## src/rtl/baud_rate_gen_pkg.sv

```systemverilog
// Shared constants for the UART baud/oversample tick generator: rate table,
// default widths and the reset divisor.
package baud_pkg;

  localparam int unsigned BAUD_DIV_W_DEF      = 32;
  localparam int unsigned BAUD_OVERSAMPLE_DEF = 16;
  localparam logic [31:0] BAUD_RESET_DIV      = 32'd868;

  localparam logic [31:0] BAUD_DIV_TABLE [0:7] = '{
    32'd868, 32'd1736, 32'd3472, 32'd6944,
    32'd111111, 32'd166666, 32'd1333333, 32'd2666666
  };

endpackage

```

## src/rtl/baud_rate_gen_frac_tick_div.sv

```systemverilog
// Integer down-counter with fractional accumulator; emits one-cycle tick_os
// so that OVERSAMPLE consecutive periods add up exactly to the bit divisor.
module frac_tick_div #(
  parameter int unsigned INT_W  = 28,
  parameter int unsigned FRAC_W = 4
) (
  input  logic              clk,
  input  logic              reset,
  input  logic              clear,
  input  logic              load,
  input  logic              run,
  input  logic              suppress,
  input  logic [INT_W-1:0]  load_int,
  input  logic [INT_W-1:0]  int_div,
  input  logic [FRAC_W-1:0] frac,
  output logic              tick_due,
  output logic              tick_os
);

  localparam logic [INT_W-1:0] ONE = INT_W'(1);

  logic [INT_W-1:0]  cnt_q, cnt_d;
  logic [FRAC_W-1:0] acc_q, acc_d;
  logic              tick_q, tick_d;
  logic [FRAC_W-1:0] acc_sum;
  logic [FRAC_W:0]   acc_ahead;
  logic              carry;

  always_comb begin
    tick_due  = run && (cnt_q == '0);
    acc_sum   = acc_q + frac;
    // Carry looks one period ahead so every bit, including the first after a
    // load, contains exactly `frac` long periods.
    acc_ahead = {1'b0, acc_sum} + {1'b0, frac};
    carry     = acc_ahead[FRAC_W];

    cnt_d  = cnt_q;
    acc_d  = acc_q;
    tick_d = tick_due && !suppress && !clear;

    if (clear) begin
      cnt_d = '0;
      acc_d = '0;
    end else if (load) begin
      cnt_d = load_int - ONE;
      acc_d = '0;
    end else if (tick_due) begin
      cnt_d = int_div - ONE + {{(INT_W-1){1'b0}}, carry};
      acc_d = acc_sum;
    end else if (run) begin
      cnt_d = cnt_q - ONE;
    end
  end

  always_ff @(posedge clk or posedge reset) begin
    if (reset) begin
      cnt_q  <= '0;
      acc_q  <= '0;
      tick_q <= 1'b0;
    end else begin
      cnt_q  <= cnt_d;
      acc_q  <= acc_d;
      tick_q <= tick_d;
    end
  end

  assign tick_os = tick_q;

endmodule

```

## src/rtl/baud_rate_gen.sv

```systemverilog
// Baud/oversample tick generator: divisor select, clamp, glitch-free apply at
// bit boundaries, bit tick. Optional `restart` port under BAUD_PHASE_RESTART_EN.
module baud_rate_gen
  import baud_pkg::*;
#(
  parameter int unsigned DIV_W      = BAUD_DIV_W_DEF,
  parameter int unsigned OVERSAMPLE = BAUD_OVERSAMPLE_DEF,
  parameter int unsigned FRAC_W     = $clog2(OVERSAMPLE)
) (
  input  logic             clk,
  input  logic             reset,
`ifdef BAUD_PHASE_RESTART_EN
  input  logic             restart,
`endif
  input  logic             enable,
  input  logic [2:0]       rate_sel,
  input  logic             custom_en,
  input  logic             custom_div_wr,
  input  logic [DIV_W-1:0] custom_div,
  output logic             tick_os,
  output logic             tick_bit,
  output logic [DIV_W-1:0] active_div,
  output logic             div_pending,
  output logic             div_clamped
);

  localparam int unsigned       INT_W   = DIV_W - FRAC_W;
  localparam logic [DIV_W-1:0]  MIN_DIV = DIV_W'(2 * OVERSAMPLE);
  localparam logic [FRAC_W-1:0] OS_LAST = FRAC_W'(OVERSAMPLE - 1);
  localparam logic [FRAC_W-1:0] OS_ONE  = FRAC_W'(1);

  logic [DIV_W-1:0]  custom_q, custom_d;
  logic [DIV_W-1:0]  active_div_q, active_div_d;
  logic              div_clamped_q, div_clamped_d;
  logic              running_q, running_d;
  logic [FRAC_W-1:0] os_cnt_q, os_cnt_d;
  logic              tick_bit_q, tick_bit_d;

  logic [DIV_W-1:0]  sel_raw, sel_div, next_div;
  logic              clamp_hit, pending, start, bit_due, apply, load, restart_hit;
  logic              tick_due;

`ifdef BAUD_PHASE_RESTART_EN
  assign restart_hit = restart && running_q && enable;
`else
  assign restart_hit = 1'b0;
`endif

  always_comb begin
    sel_raw   = custom_en ? custom_q : DIV_W'(BAUD_DIV_TABLE[rate_sel]);
    clamp_hit = sel_raw < MIN_DIV;
    sel_div   = clamp_hit ? MIN_DIV : sel_raw;
    pending   = running_q && (sel_div != active_div_q);
    start     = enable && !running_q;
    bit_due   = tick_due && (os_cnt_q == OS_LAST) && !restart_hit;
    apply     = enable && pending && (bit_due || restart_hit);
    next_div  = apply ? sel_div : active_div_q;
    load      = start || apply || restart_hit;

    custom_d      = custom_div_wr ? custom_div : custom_q;
    active_div_d  = active_div_q;
    div_clamped_d = div_clamped_q;
    if (!enable || apply) begin
      active_div_d  = sel_div;
      div_clamped_d = clamp_hit;
    end

    running_d = enable;
    os_cnt_d  = os_cnt_q;
    if (!enable || start || restart_hit) begin
      os_cnt_d = '0;
    end else if (tick_due) begin
      os_cnt_d = os_cnt_q + OS_ONE;
    end
    tick_bit_d = enable && bit_due;
  end

  always_ff @(posedge clk or posedge reset) begin
    if (reset) begin
      custom_q      <= DIV_W'(BAUD_RESET_DIV);
      active_div_q  <= DIV_W'(BAUD_RESET_DIV);
      div_clamped_q <= 1'b0;
      running_q     <= 1'b0;
      os_cnt_q      <= '0;
      tick_bit_q    <= 1'b0;
    end else begin
      custom_q      <= custom_d;
      active_div_q  <= active_div_d;
      div_clamped_q <= div_clamped_d;
      running_q     <= running_d;
      os_cnt_q      <= os_cnt_d;
      tick_bit_q    <= tick_bit_d;
    end
  end

  frac_tick_div #(
    .INT_W (INT_W),
    .FRAC_W(FRAC_W)
  ) u_frac_tick_div (
    .clk     (clk),
    .reset   (reset),
    .clear   (!enable),
    .load    (load),
    .run     (running_q),
    .suppress(restart_hit),
    .load_int(next_div[DIV_W-1:FRAC_W]),
    .int_div (active_div_q[DIV_W-1:FRAC_W]),
    .frac    (active_div_q[FRAC_W-1:0]),
    .tick_due(tick_due),
    .tick_os (tick_os)
  );

  assign tick_bit    = tick_bit_q;
  assign active_div  = active_div_q;
  assign div_pending = pending;
  assign div_clamped = div_clamped_q;

endmodule

```

## config.mk

```make
export PLATFORM = sky130hd
export DESIGN_NAME = baud_rate_gen
export DESIGN_NICKNAME = d
export VERILOG_FILES = /design/src/rtl/baud_rate_gen_pkg.sv /design/src/rtl/baud_rate_gen_frac_tick_div.sv /design/src/rtl/baud_rate_gen.sv
export SDC_FILE = /design/constraint.sdc
export NUM_CORES = 1
export LEC_CHECK = 0
export ABC_AREA = 0
export CAP_MARGIN = 10
export CORE_ASPECT_RATIO = 1.25
export CORE_MARGIN = 2
export CORE_UTILIZATION = 30
export DETAILED_ROUTE_END_ITERATION = 10
export GPL_TIMING_DRIVEN = 0
export PLACE_DENSITY = 0.51
export SYNTH_ARGS = -nofsm -noshare
export SYNTH_HDL_FRONTEND = slang
export SYNTH_SLANG_ARGS = --single-unit
```

## constraint.sdc

```tcl
create_clock -name clk -period 10 [get_ports clk]
set_input_delay 1 -clock clk [delete_from_list [all_inputs] [get_ports clk]]
set_output_delay 1 -clock clk [all_outputs]
set_load 0.01 [all_outputs]
```

==> results of run 1 <==
==> cells in the final DEF (no fill, tap or decap), drive strengths merged, types with 7 or more instances in the layout <==
master,instances
a211oi,14
a21boi,7
a21o,7
a21oi,53
and2,15
and3,8
buf,27
clkbuf,50
clkdlybuf4s50,73
dfrtp,94
dfstp,10
ha,18
inv,16
mux2,42
mux2i,22
nand2,77
nand2b,12
nand3,25
nand4,9
nor2,76
nor2b,9
nor3,37
nor4,16
o211ai,9
o21ai,51
o31a,7
o31ai,14
or2,8
or3,8
xnor2,60
xor2,43
==> synth_stat cells (all sizes together) (5+ instances only) <==
cell type and number:
nor2 76, nand2b 12, or2 8, nor4 16, or3 8, and3 8
o31a 7, nand3 25, inv 16, or4 6, o21a 6, a21o 7
a21boi 7, ha 18, nor2b 9, buf 26, and2 15, nand2 77
nand4 9, o22ai 6, o21ai 51, mux2i 22, o211ai 9, clkbuf 38
dfstp 10, o31ai 14, nand3b 5, dfrtp 94, xor2 43, and3b 6
mux2 42, a211oi 14, nor3 37, xnor2 60, a21oi 53
==> worst register-to-register path, delay by kind of cell (launching register included) <==
kind            cells  cell delay [ns]
flops               1             0.38
mux                 1             0.30
compound gates      9             2.74
buf+inv             6             1.56
fa+ha+maj           1             0.17
simple gates        4             1.32
==> path summary, 6_finish.rpt <==
path,slack (ns),cells after the start,end,from
worst min-delay path,0.49,2,div_clamped$_DFFE_PP0P_,div_clamped$_DFFE_PP0P_
max in group asynchronous,8.18,3,u_frac_tick_div.cnt_q[11]$_DFFE_PP0P_,reset
worst max-delay path,2.04,24,u_frac_tick_div.cnt_q[22]$_DFFE_PP0P_,rate_sel[0]
worst max register to register,3.44,21,u_frac_tick_div.cnt_q[22]$_DFFE_PP0P_,active_div[26]$_DFFE_PP0P_
min in group asynchronous,1.13,2,div_clamped$_DFFE_PP0P_,reset
worst min register to register,0.49,2,div_clamped$_DFFE_PP0P_,div_clamped$_DFFE_PP0P_
==> sequential cells by signal (all words and copies together), names as in the netlist <==
| name | flops |
|---|---|
| u_frac_tick_div.acc_q | 4 |
| os_cnt_q | 4 |
| custom_q | 32 |
| tick_bit | 1 |
| running_q | 1 |
| div_clamped | 1 |
| active_div | 32 |
| u_frac_tick_div.tick_os | 1 |
| u_frac_tick_div.cnt_q | 28 |
==> metrics by stage <==
step | instances | area, um^2 | util | setup WS [ns]
2_1_floorplan | 903 | 7953 | - | 4.166
3_3_place_gp | 1316 | 9109 | 0.3502 | 1.722
3_5_place_dp | 1317 | 9139 | 0.3513 | 1.777
4_1_cts | 1333 | 9463 | 0.3638 | 2.117
5_1_grt | 1333 | 9463 | 0.3638 | 1.835
6_report | 1333 | 9463 | 0.3638 | 2.040
==> per-layer routing <==
layer | share of wire | vias up
li1 | - | 3391
met1 | 0.42 | 3447
met2 | 0.50 | 219
met5 | 0 | -
met3 | 0.039 | 62
met4 | 0.046 | 0
==> power by group through the flow <==
stage	combinational, uW	sequential, uW	clock [uW]
floorplan	263	513	0
CTS	405	517	405
global placement	400	524	0
global route	444	523	420
detailed placement	402	525	0
finish	407	517	394
==> cells by family (layout without fill, tap and decap cells) <==
kind of cell,count (synthesis),after routing,share of synthesized area
AOI/OAI and AO/OA,206,206,0.1717
DFF,104,104,0.3288
and+or+nand+nor,327,327,0.2148
buffers and inverters,80,170,0.04767
muxes,64,64,0.09282
adders and majority gates,19,19,0.03084
xor gates and xnor gates,103,103,0.1134
==> cell type report <==
cell class / instances / area, um^2
fill: 2702 / 16550
multi-input combinational: 719 / 4959
sequential: 104 / 2615
timing repair buffer: 74 / 758.2
tap: 340 / 425.4
buffer: 64 / 319.1
clock buffer: 12 / 246.5
clock inverter: 4 / 77.57
inverter: 16 / 62.56
==> impl_metrics.yaml, run 1 <==
pwr:
  combPwrFrac: 0.309
  ir_worst_vdd_uv: 90.91
  p_sw_uw: 449.3
  p_clk_frac: 0.299
  swShare: 0.3409
  cellLeakagePower_uw: 0.003735
  fin_total_pwr_uw: 1318
  pwr-share-seq: 0.392
  p_int_uw: 868.5
  p_per_area_nw_per_um2: 139.3
sta:
  timing.hold.ws_ns: 0.4851
  clock_skew_ns: 0.01265
  setup-violations-final: 0
  max_slew_margin: 0.1972
  period_share: 0.7960
  finalSetupTns_ns: 0
  hold_viol: 0
  fin_crit_ns: 7.960
  worst_slew_pin_slew_ns: 1.194
  rsz0062_at_grt: "no"
  finalMaxSlewViolations: 0
  max_freq_mhz: 125.6
clocking:
  clk_pin_slew_ns: 0.08
  post_cts_buffers: 0
  cts_resized: 0
  clockRootBuffer: "clkbuf_16"
  numCtsBuffers: 9
  cts.htree.levels: 3
  tritoncts: "built"
  postCtsHoldBufs: 0
  clkLatencyLatePin_ns: 0.36
  clock_path_buffers: 2
  cts_sinks: 104
global_route:
  met2_usage: 0.3589
  gr-usage-met3: 0.02451
  grt_max_degree: 62
  grtUsageMet1: 0.2507
  grt_pass1_vias: 7068
  grt_pass1_wl_um: 42950
  grt.busiest_layer: "met2"
  antenna_found_initial: 0
  overflow: 0
  track_usage: 0.2059
yosys:
  seq_area_frac_synth: 0.3288
  yosys-top-cells-area: "dfrtp_1 (30%), xnor2_1 (6.6%), mux2_2 (5.8%)"
  async_flop_share: 1.000
  yosys_warnings: 0
  syn_nets: 962
  syn_inst: 903
  synth.distinct_cells: 83
  syn_area_um2: 7953
  yosysTopAreaCell: "dfrtp_1"
  synth_top_area_frac: 0.2958
  dominantRegCellSynth: "dfrtp_1"
  synth_edf_count: 0
  ys_ff_latch: 104
  syn_area_per_cell_um2: 8.807
critical_path:
  cp_cell_sequence: "clkdlybuf4s50_1 -> inv_1 -> ha_1 -> nor3b_1 -> a21oi_2 -> xnor2_1 -> a2111oi_0 -> o2111ai_1 -> o31ai_4 -> buf_6 -> buf_8 -> buf_4 -> buf_2 -> nand2_1 -> o21ai_0 -> ha_1 -> clkbuf_1 -> nand4_1 -> or2_2 -> or3_1 -> mux2i_1 -> o21ai_0 -> a21o_1 -> a21boi_1"
  crit_arrival_ns: 8.25
  path_class: "input port to register"
  slowest_delay_ns: 0.63
  start_kind: "input port"
  worstPathRequired_ns: 10.29
  crit_fanout: 10
  critPathTopFamily: "compound AO/OA/AOI/OAI gates"
  critPathSlowestCell: "a2111oi_0"
  path_buf_inv: 7
  critical_path.endpoint_type: "register"
floorplan:
  placementRows: 66
  start_util: 0.3057
  dieArea_um2: 27840
  die_y_um: 186.0
  fp.dieW_um: 149.6
  core_area_um2: 26010
  io_pins: 76
placement:
  hpwl_um: 22190
  portBuffers: 73
  routabilityCongestion: 0.9049
final_layout:
  drive_above_1_share: 0.1249
  antenna_cells: 0
  fin_nets: 1047
  area_delta_synth_final_pct: 18.99
drt:
  firstDrtPassIters: 6
  drtIter0Drc: 476
  vias_per_cell: 5.341
  wl_per_cell_um: 21.02
  dr_total_vias: 7119
  drc_errors: 0
  ant_nets: 0
  detail_route.wirelength_um: 28020
outcome:
  status: "finished clean"
run:
  cap_viol_max_count: 0
worst_hold_path:
  min_path_type: "register to register"
Power figures use the tool's default switching activity.
==> inputs of run 2 (changes only) <==
==> constraint.sdc (replaced) <==
create_clock -name clk -period 8.3 [get_ports clk]
set_input_delay 0.83 -clock clk [delete_from_list [all_inputs] [get_ports clk]]
set_output_delay 0.83 -clock clk [all_outputs]
set_load 0.01 [all_outputs]
==> results of run 2 <==
The final DEF is identical to that of run 1. Status: finished clean.
Main changes from that run: setup slack after placement 1.777 ns -> 0.2466 ns; setup slack after layout 2.040 ns -> 0.5101 ns; register-to-register setup slack 3.44 ns -> 1.74 ns; total power 1318 uW -> 1588 uW; worst IR drop on VDD 90.91 uV -> 109.5 uV
